`config.mk`:
```
export PLATFORM = sky130hd
export DESIGN_NAME = hazard_ctrl
export DESIGN_NICKNAME = d
export VERILOG_FILES = /design/src/rtl/hazard_ctrl.sv
export SDC_FILE = /design/constraint.sdc
export NUM_CORES = 1
export LEC_CHECK = 0
export CORE_MARGIN = 3
export CORE_UTILIZATION = 27
export DETAILED_ROUTE_END_ITERATION = 12
export GPL_TIMING_DRIVEN = 0
export PLACE_DENSITY = 0.74
export SYNTH_ARGS = -nofsm -noshare
export SYNTH_HDL_FRONTEND = slang
export SYNTH_SLANG_ARGS = --single-unit
```
`constraint.sdc`:
```
create_clock -name clk -period 4.6 [get_ports clk]
set_clock_uncertainty 0.2 [all_clocks]
set_input_delay 0.92 -clock clk [delete_from_list [all_inputs] [get_ports clk]]
set_output_delay 0.92 -clock clk [all_outputs]
set_load 0.03 [all_outputs]
```
`src/rtl/hazard_ctrl.sv`:
```
// -----------------------------------------------------------------------------
// hazard_ctrl
//
// Pipeline hazard controller for the RV32I core. It watches the register and
// CSR addresses in the ID/EX, EX/MEM and MEM/WB segment registers and decides:
//   - which segment registers hold (bubbleX) or clear (flushX) this cycle,
//   - where the EX stage takes its operands and CSR value from (forwarding),
//   - how long a multi-cycle mul/div instruction keeps EX occupied.
//
// Parameters:
//   MD_LAT         cycles a mul/div occupies EX (1..16)
//
// Ports:
//   clk, rst                      clock, synchronous active-high reset
//   reg1/2_src_ID, reg1/2_read_ID ID source registers and their read enables
//   reg1/2_src_EX, reg_dest_EX    ID/EX register addresses
//   load_EX                       EX instruction is a load
//   reg_dest_MEM/WB, reg_write_*  MEM/WB destination and write enable
//   csr_src_EX, csr_dest_MEM/WB   CSR addresses
//   csr_write_MEM/WB              MEM/WB instruction writes a CSR
//   br_EX, jalr_EX, jal_ID        control-flow redirects
//   md_start_EX                   mul/div instruction in EX
//   dcache_miss                   data cache miss in MEM (level, held)
//   bubbleF..W, flushF..W         segment register hold / clear
//   op1_sel, op2_sel, csr_sel     EX source select (0 file, 1 MEM, 2 WB)
//   md_done                       one-cycle pulse in the mul/div release cycle
// -----------------------------------------------------------------------------
module hazard_ctrl #(
  parameter int MD_LAT = 4
) (
  input  logic        clk,
  input  logic        rst,
  input  logic [4:0]  reg1_src_ID,
  input  logic [4:0]  reg2_src_ID,
  input  logic        reg1_read_ID,
  input  logic        reg2_read_ID,
  input  logic [4:0]  reg1_src_EX,
  input  logic [4:0]  reg2_src_EX,
  input  logic [4:0]  reg_dest_EX,
  input  logic        load_EX,
  input  logic [4:0]  reg_dest_MEM,
  input  logic [4:0]  reg_dest_WB,
  input  logic        reg_write_MEM,
  input  logic        reg_write_WB,
  input  logic [11:0] csr_src_EX,
  input  logic [11:0] csr_dest_MEM,
  input  logic [11:0] csr_dest_WB,
  input  logic        csr_write_MEM,
  input  logic        csr_write_WB,
  input  logic        br_EX,
  input  logic        jalr_EX,
  input  logic        jal_ID,
  input  logic        md_start_EX,
  input  logic        dcache_miss,
  output logic        bubbleF,
  output logic        bubbleD,
  output logic        bubbleE,
  output logic        bubbleM,
  output logic        bubbleW,
  output logic        flushF,
  output logic        flushD,
  output logic        flushE,
  output logic        flushM,
  output logic        flushW,
  output logic [1:0]  op1_sel,
  output logic [1:0]  op2_sel,
  output logic [1:0]  csr_sel,
  output logic        md_done
);

  typedef enum logic {
    IDLE = 1'b0,
    BUSY = 1'b1
  } state_t;

  // Forwarding select encoding shared by operand and CSR paths.
  localparam logic [1:0] SEL_FILE = 2'd0;
  localparam logic [1:0] SEL_MEM  = 2'd1;
  localparam logic [1:0] SEL_WB   = 2'd2;

  // The first EX cycle is spent in IDLE, so the counter covers the remaining
  // MD_LAT-1 cycles, the last of which (cnt == 0) is the release cycle.
  localparam bit          MD_MULTI   = (MD_LAT > 1);
  localparam int          CNT_INIT_I = MD_MULTI ? (MD_LAT - 2) : 0;
  localparam logic [3:0]  CNT_INIT   = CNT_INIT_I[3:0];

  state_t     r_state;
  logic [3:0] r_cnt;

  logic w_md_hold;
  logic w_redirect;
  logic w_load_use;

  // ---------------------------------------------------------------------------
  // Hazard detection
  // ---------------------------------------------------------------------------
  assign w_md_hold  = ((r_state == BUSY) && (r_cnt != 4'd0)) ||
                      ((r_state == IDLE) && md_start_EX && MD_MULTI);

  assign w_redirect = br_EX | jalr_EX;

  assign w_load_use = load_EX && (reg_dest_EX != 5'd0) &&
                      ((reg1_read_ID && (reg1_src_ID == reg_dest_EX)) ||
                       (reg2_read_ID && (reg2_src_ID == reg_dest_EX)));

  // Release cycle: BUSY with the counter exhausted. A cache miss freezes the
  // FSM, so the pulse waits until the miss clears to avoid issuing it twice.
  assign md_done = !rst && !dcache_miss && (r_state == BUSY) && (r_cnt == 4'd0);

  // ---------------------------------------------------------------------------
  // Stall / flush priority
  // ---------------------------------------------------------------------------
  always_comb begin
    // NOTE: every output gets a default before the priority chain so no path
    // leaves a signal unassigned, which would otherwise infer a latch.
    bubbleF = 1'b0;
    bubbleD = 1'b0;
    bubbleE = 1'b0;
    bubbleM = 1'b0;
    bubbleW = 1'b0;
    flushF  = 1'b0;
    flushD  = 1'b0;
    flushE  = 1'b0;
    flushM  = 1'b0;
    flushW  = 1'b0;

    if (rst) begin
      flushF = 1'b1;
      flushD = 1'b1;
      flushE = 1'b1;
      flushM = 1'b1;
      flushW = 1'b1;
    end else if (dcache_miss) begin
      // Everything up to MEM waits for the data; WB takes a bubble.
      bubbleF = 1'b1;
      bubbleD = 1'b1;
      bubbleE = 1'b1;
      bubbleM = 1'b1;
      flushW  = 1'b1;
    end else if (w_md_hold) begin
      // Mul/div keeps EX; MEM receives a bubble instead of a partial result.
      bubbleF = 1'b1;
      bubbleD = 1'b1;
      bubbleE = 1'b1;
      flushM  = 1'b1;
    end else if (w_redirect) begin
      flushD = 1'b1;
      flushE = 1'b1;
    end else if (w_load_use) begin
      bubbleF = 1'b1;
      bubbleD = 1'b1;
      flushE  = 1'b1;
    end else if (jal_ID) begin
      flushD = 1'b1;
    end
  end

  // ---------------------------------------------------------------------------
  // Forwarding
  // ---------------------------------------------------------------------------
  function automatic logic [1:0] reg_fwd(input logic [4:0] src);
    if (reg_write_MEM && (reg_dest_MEM != 5'd0) && (reg_dest_MEM == src))
      return SEL_MEM;
    else if (reg_write_WB && (reg_dest_WB != 5'd0) && (reg_dest_WB == src))
      return SEL_WB;
    else
      return SEL_FILE;
  endfunction

  // CSR address 0 is a real CSR, so no zero exclusion here.
  function automatic logic [1:0] csr_fwd(input logic [11:0] src);
    if (csr_write_MEM && (csr_dest_MEM == src))
      return SEL_MEM;
    else if (csr_write_WB && (csr_dest_WB == src))
      return SEL_WB;
    else
      return SEL_FILE;
  endfunction

  assign op1_sel = rst ? SEL_FILE : reg_fwd(reg1_src_EX);
  assign op2_sel = rst ? SEL_FILE : reg_fwd(reg2_src_EX);
  assign csr_sel = rst ? SEL_FILE : csr_fwd(csr_src_EX);

  // ---------------------------------------------------------------------------
  // Mul/div FSM
  // ---------------------------------------------------------------------------
  // NOTE: state registers use non-blocking assignments so every flop samples
  // the pre-edge values, independent of statement order.
  always_ff @(posedge clk) begin
    if (rst) begin
      r_state <= IDLE;
      r_cnt   <= 4'd0;
    end else if (!dcache_miss) begin
      case (r_state)
        IDLE: begin
          if (md_start_EX && MD_MULTI) begin
            r_state <= BUSY;
            r_cnt   <= CNT_INIT;
          end
        end
        BUSY: begin
          // md_start_EX is still high in the release cycle; it is ignored here.
          if (r_cnt != 4'd0)
            r_cnt <= r_cnt - 4'd1;
          else
            r_state <= IDLE;
        end
        default: begin
          r_state <= IDLE;
          r_cnt   <= 4'd0;
        end
      endcase
    end
  end

endmodule

```
==> results.json, run 1 <==
{
  "num_io_pins": 102,
  "drt_iter0_drc": 14,
  "drv_cap": 0,
  "cts_tree": "done",
  "ir_drop_mv": 0.0687,
  "fin_util_pct": 58.4,
  "p_sw_w": 0.0000996,
  "slowest_delay_ns": 0.72,
  "track_usage_pct": 15.2,
  "synth_cell_types": 37,
  "fmax_mhz": 231,
  "grt_pass1_vias": 1363,
  "syn_to_final_growth_pct": 104,
  "vias": 1308,
  "overflow": 0,
  "critPathLaunch": "reg_dest_MEM[2]",
  "cellPowerDensity_nw_per_um2": 148,
  "ys_warn_count": 0,
  "routed_via_density": 4.56,
  "cts_root_buf": "clkbuf_8",
  "slew_violations": 0,
  "wire_per_inst_um": 12.0,
  "netlist_instances": 135,
  "nets": 326,
  "critPathArrivalTime_ns": 3.22,
  "hold_viol": 0,
  "cp_max_fo": 4,
  "clk_pin_slew_ns": 0.04,
  "netSwitchingFraction_pct": 31.1,
  "timing_worst_setup_path_type": "input pin to output pin",
  "num_rows": 22,
  "diodes": 0,
  "port_buffers": 100,
  "first_pass_iters": 2,
  "p_seq_share_pct": 15.3,
  "yosys_register_bits": 5,
  "power.leakage_nw": 0.747,
  "fin_crit_sh_pct": 94.2,
  "core_area_um2": 3720,
  "setup_tns_ns": 0,
  "antenna_found_initial": 0,
  "final_common_cell": "clkdlybuf4s50_1",
  "clock-sinks": 5,
  "drt.antenna.violating_nets": 0,
  "cts_made_buffers": 3,
  "hp-class": "flop to flop",
  "r2r_start": "r_cnt[0]",
  "syn_area_um2": 1060,
  "gp_congestion": 0.772,
  "cts_resized": 0,
  "cts_hold_buffers": 0,
  "cp_slowest_cell": "clkdlybuf4s50_1",
  "p_comb_share_pct": 58.8,
  "setup_viol": 0,
  "clkPwrFrac_pct": 25.8,
  "drive_gt1_share_pct": 7.11,
  "r2r_cells": 6,
  "critPathRequiredTime_ns": 3.48,
  "cpMostUsedCell": "clkdlybuf4s50_1",
  "crit_path_start_kind": "input pin",
  "die_x_um": 68.7,
  "clockBufferDepth": 2,
  "cts_setup_buffers": 0,
  "clkLatencyLatePin_ns": 0.23,
  "initial_utilization_pct": 28.6,
  "die_area_um2": 4720,
  "rsz0062_at_grt": "false",
  "die_y_um": 68.7,
  "final_cell_mix": "clkdlybuf4s50_1 (100), xnor2_1 (32), xor2_1 (22)",
  "p_int_w": 0.000221,
  "cp-endpoint": "op1_sel[1]",
  "worstReg2RegEnd": "r_cnt[0]",
  "status": "completed",
  "syn_avg_cell_area_um2": 7.87,
  "finalWirelength_mm": 3.43,
  "period_minus_slack_ns": 4.34,
  "dpl.hpwl_mm": 3.19,
  "drt_drc_violations_left": 0,
  "cp-end-kind": "output pin",
  "syn_nets": 221,
  "grt_pass1_wl_mm": 5.50,
  "h-tree-depth": 1,
  "path_cells": "clkdlybuf4s50_1 -> or4_1 -> o21ai_2 -> nor3_1 -> nor4_2 -> clkdlybuf4s50_1",
  "regToRegSetupSlack_ns": 2.77,
  "synth_seq_area_share_pct": 9.42,
  "grt_max_degree": 11
}
## worst max-delay path, delay by kind of cell
family | cells | cell delay, ns
buffers and inverters | 2 | 1.20
AOI/OAI and AO/OA | 1 | 0.19
and+or+nand+nor | 3 | 0.90
## registers in the layout, indices dropped and copies added, names as in the netlist
signal / count
r_cnt: 4
r_state: 1
## worst min-delay path by stage
stage               startpoint       end  cells after the start
floorplan             r_cnt[3]  r_cnt[3]                      2
global placement      r_cnt[3]  r_cnt[3]                      2
detailed placement    r_cnt[3]  r_cnt[3]                      2
CTS                   r_cnt[3]  r_cnt[3]                      2
global route          r_cnt[3]  r_cnt[3]                      2
finish                r_cnt[3]  r_cnt[3]                      2
## kinds of logic after synthesis
kind of cell | synth area share (%)
other | 0.353
multiplexers | 0.942
XOR/XNOR | 44.5
buffers and inverters | 3.89
flip-flops | 9.42
AND/OR/NAND/NOR | 29.3
adder cells (fa/ha/maj) | 1.18
AO/OA/AOI/OAI | 10.4
## stage by stage
step	cells	hold WS [ns]	power [W]	worst slack, ns	cell area, µm²
3_5_place_dp	283	0.268	0.000240	0.251	2120
6_report	287	0.270	0.000320	0.265	2170
4_1_cts	287	0.277	0.000325	0.251	2170
3_3_place_gp	283	0.259	0.000237	0.252	2120
2_1_floorplan	135	0.241	0.000131	0.938	1060
5_1_grt	287	0.319	0.000347	0.151	2170
## final cells by class
class	instances	area, µm²
multi-input combinational	122	921
sequential	5	100
buffer	4	26.3
inverter	4	15.0
fill	359	1550
timing repair buffer	100	1000
tap	48	60.1
clock inverter	1	5.00
clock buffer	3	41.3
## power by group through the flow
| stage | Sequential, W | Combinational, W | Clock (W) |
|---|---|---|---|
| 5_1_grt | 0.0000498 | 0.000206 | 0.0000911 |
| 4_1_cts | 0.0000491 | 0.000191 | 0.0000846 |
| 6_report | 0.0000492 | 0.000188 | 0.0000827 |
| 3_3_place_gp | 0.0000497 | 0.000188 | 0 |
| 3_5_place_dp | 0.0000497 | 0.000190 | 0 |
| 2_1_floorplan | 0.0000491 | 0.0000821 | 0 |
## synth_stat cells, drive strengths merged
library cell | count | area [µm²]
a21oi | 2 | 10.0
a311oi | 1 | 8.76
a31oi | 1 | 6.26
a32oi | 1 | 8.76
and2 | 1 | 6.26
and3 | 1 | 6.26
and4bb | 1 | 12.5
buf | 3 | 22.5
clkbuf | 1 | 3.75
conb | 1 | 3.75
dfxtp | 5 | 100
ha | 1 | 12.5
inv | 4 | 15.0
mux2i | 1 | 10.0
nand2 | 4 | 15.0
nand2b | 1 | 6.26
nand3 | 3 | 15.0
nand3b | 1 | 7.51
nand4 | 4 | 25.0
nand4b | 2 | 17.5
nor2 | 6 | 22.5
nor2b | 3 | 18.8
nor3 | 5 | 30.0
nor4 | 7 | 56.3
nor4b | 1 | 8.76
o21a | 1 | 7.51
o21ai | 6 | 33.8
o21ba | 2 | 20.0
o22ai | 1 | 6.26
o41ai | 1 | 8.76
or2 | 3 | 18.8
or4 | 6 | 45.0
xnor2 | 32 | 280
xor2 | 22 | 193
## metal layers
metal	up-vias	track usage [%]	part of all wire (%)
met5	-	0	0
met4	0	4.62	1.2
met3	4	3.08	7.4
met2	48	30.3	55
met1	563	15.7	37
li1	693	-	-
Power figures use the tool's default switching activity.
==> run 2: changes to the inputs <==
- DONT_BUFFER_PORTS: not set -> 1
- PLACE_DENSITY: 0.74 -> not set
==> results.json, run 2 (same netlist as run 1, synthesis figures left out) <==
{
  "final_common_cell": "xnor2_1",
  "diodes": 0,
  "nets": 226,
  "grt_max_degree": 11,
  "period_minus_slack_ns": 3.78,
  "critPathRequiredTime_ns": 3.48,
  "critPathLaunch": "reg_dest_EX[3]",
  "fmax_mhz": 265,
  "rsz0062_at_grt": "false",
  "r2r_cells": 6,
  "worstReg2RegEnd": "r_cnt[1]",
  "post_dp_cell_area_um2": 1120,
  "top_regs": "r_cnt: 4 flops, r_state: 1 flops",
  "num_rows": 22,
  "drive_gt1_share_pct": 11.5,
  "hold_viol": 0,
  "timing_worst_setup_path_type": "input pin to output pin",
  "first_pass_iters": 4,
  "power.leakage_nw": 0.356,
  "drv_cap": 0,
  "critPathArrivalTime_ns": 2.66,
  "syn_to_final_growth_pct": 9.89,
  "hp-class": "flop to flop",
  "regToRegSetupSlack_ns": 2.73,
  "clock-sinks": 5,
  "cp_max_fo": 3,
  "setup_viol": 0,
  "die_area_um2": 4720,
  "fin_area_um2": 1170,
  "antenna_found_initial": 0,
  "cp-end-kind": "output pin",
  "vias": 966,
  "core_area_um2": 3720,
  "hold_ws_ns": 0.268,
  "relSlewSlack_pct": 9.03,
  "track_usage_pct": 11.0,
  "hold_depth": 2,
  "cts_hold_buffers": 0,
  "overflow": 0,
  "crit_path_start_kind": "input pin",
  "fin_cells": 187,
  "drt_drc_violations_left": 0,
  "holdPathEnd": "r_cnt[3]",
  "finalPower_w": 0.000221,
  "die_x_um": 68.7,
  "slew_violations": 0,
  "dp_cells": 183,
  "die_y_um": 68.7,
  "cts_root_buf": "clkbuf_8",
  "grt_pass1_wl_mm": 3.99,
  "grt_pass1_vias": 980,
  "status": "completed",
  "routed_via_density": 5.17,
  "wire_per_inst_um": 15.4,
  "cts_resized": 0,
  "gp_congestion": 0.726,
  "clkLatencyLatePin_ns": 0.22,
  "setup_tns_ns": 0,
  "initial_utilization_pct": 28.6,
  "cts_tree": "done",
  "final_cell_mix": "xnor2_1 (32), xor2_1 (22), or4_1 (6), nor2_1 (6)",
  "cts_setup_buffers": 0,
  "h-tree-depth": 1,
  "hp-start": "r_cnt[3]",
  "fin_crit_sh_pct": 82.2,
  "cellPowerDensity_nw_per_um2": 189,
  "finalWirelength_mm": 2.89,
  "cts_made_buffers": 3,
  "port_buffers": 0,
  "dpl.hpwl_mm": 2.64,
  "num_io_pins": 102,
  "drt.antenna.violating_nets": 0,
  "ir_drop_mv": 0.100,
  "largest_reg_flops": 4,
  "r2r_start": "r_cnt[0]",
  "clk_pin_slew_ns": 0.03,
  "drt_iter0_drc": 20,
  "clockBufferDepth": 2,
  "worst_pin_slew_ns": 1.35,
  "regMostFlops": "r_cnt"
}
run 2: cell types whose count changed in the layout (fill, tap and decap cells not counted):
cell | previous run | this run
clkbuf_1 | 1 | 2
clkdlybuf4s50_1 | 100 | 0
clkinv_2 | 1 | 0
run 2: layer usage:
| layer | part of all wire [%] | track usage (%) |
|---|---|---|
| met1 | 38 | 11.8 |
| met2 | 51 | 21.5 |
| met3 | 10 | 2.92 |
| met4 | 0.14 | 1.46 |
| met5 | 0 | 0 |
run 2: worst max-delay path by stage:
stage / slack [ns] / cells after the start / to
2_1_floorplan: 0.94 / 5 / bubbleF
3_3_place_gp: 0.80 / 5 / bubbleF
3_5_place_dp: 0.81 / 5 / bubbleF
4_1_cts: 0.80 / 5 / bubbleF
5_1_grt: 0.67 / 5 / bubbleF
6_report: 0.82 / 5 / bubbleF
run 2: area by class of cell:
type	count	area, µm²
Buffer	4	26.3
Multi-Input combinational cell	122	921
Fill cell	411	2550
Sequential cell	5	100
Inverter	4	15.0
Clock buffer	4	45.0
Tap cell	48	60.1
run 2: per-stage QoR:
step / util (%) / worst slack (ns)
global route: 31.4 / 0.674
CTS: 31.4 / 0.799
finish: 31.4 / 0.821
detailed placement: 30.2 / 0.807
floorplan: - / 0.938
global placement: 30.2 / 0.798
run 2: where the power goes:
part | internal [W] | switching, W
logic | 0.0000451 | 0.0000464
registers | 0.0000464 | 0.00000283
clock network | 0.0000594 | 0.0000205
run 2: critical path, stage by stage:
cell,delay (ns)
xor2_1,0.14
nor4_1,0.29
a32oi_1,0.19
o21ai_0,0.82
buf_4,0.30
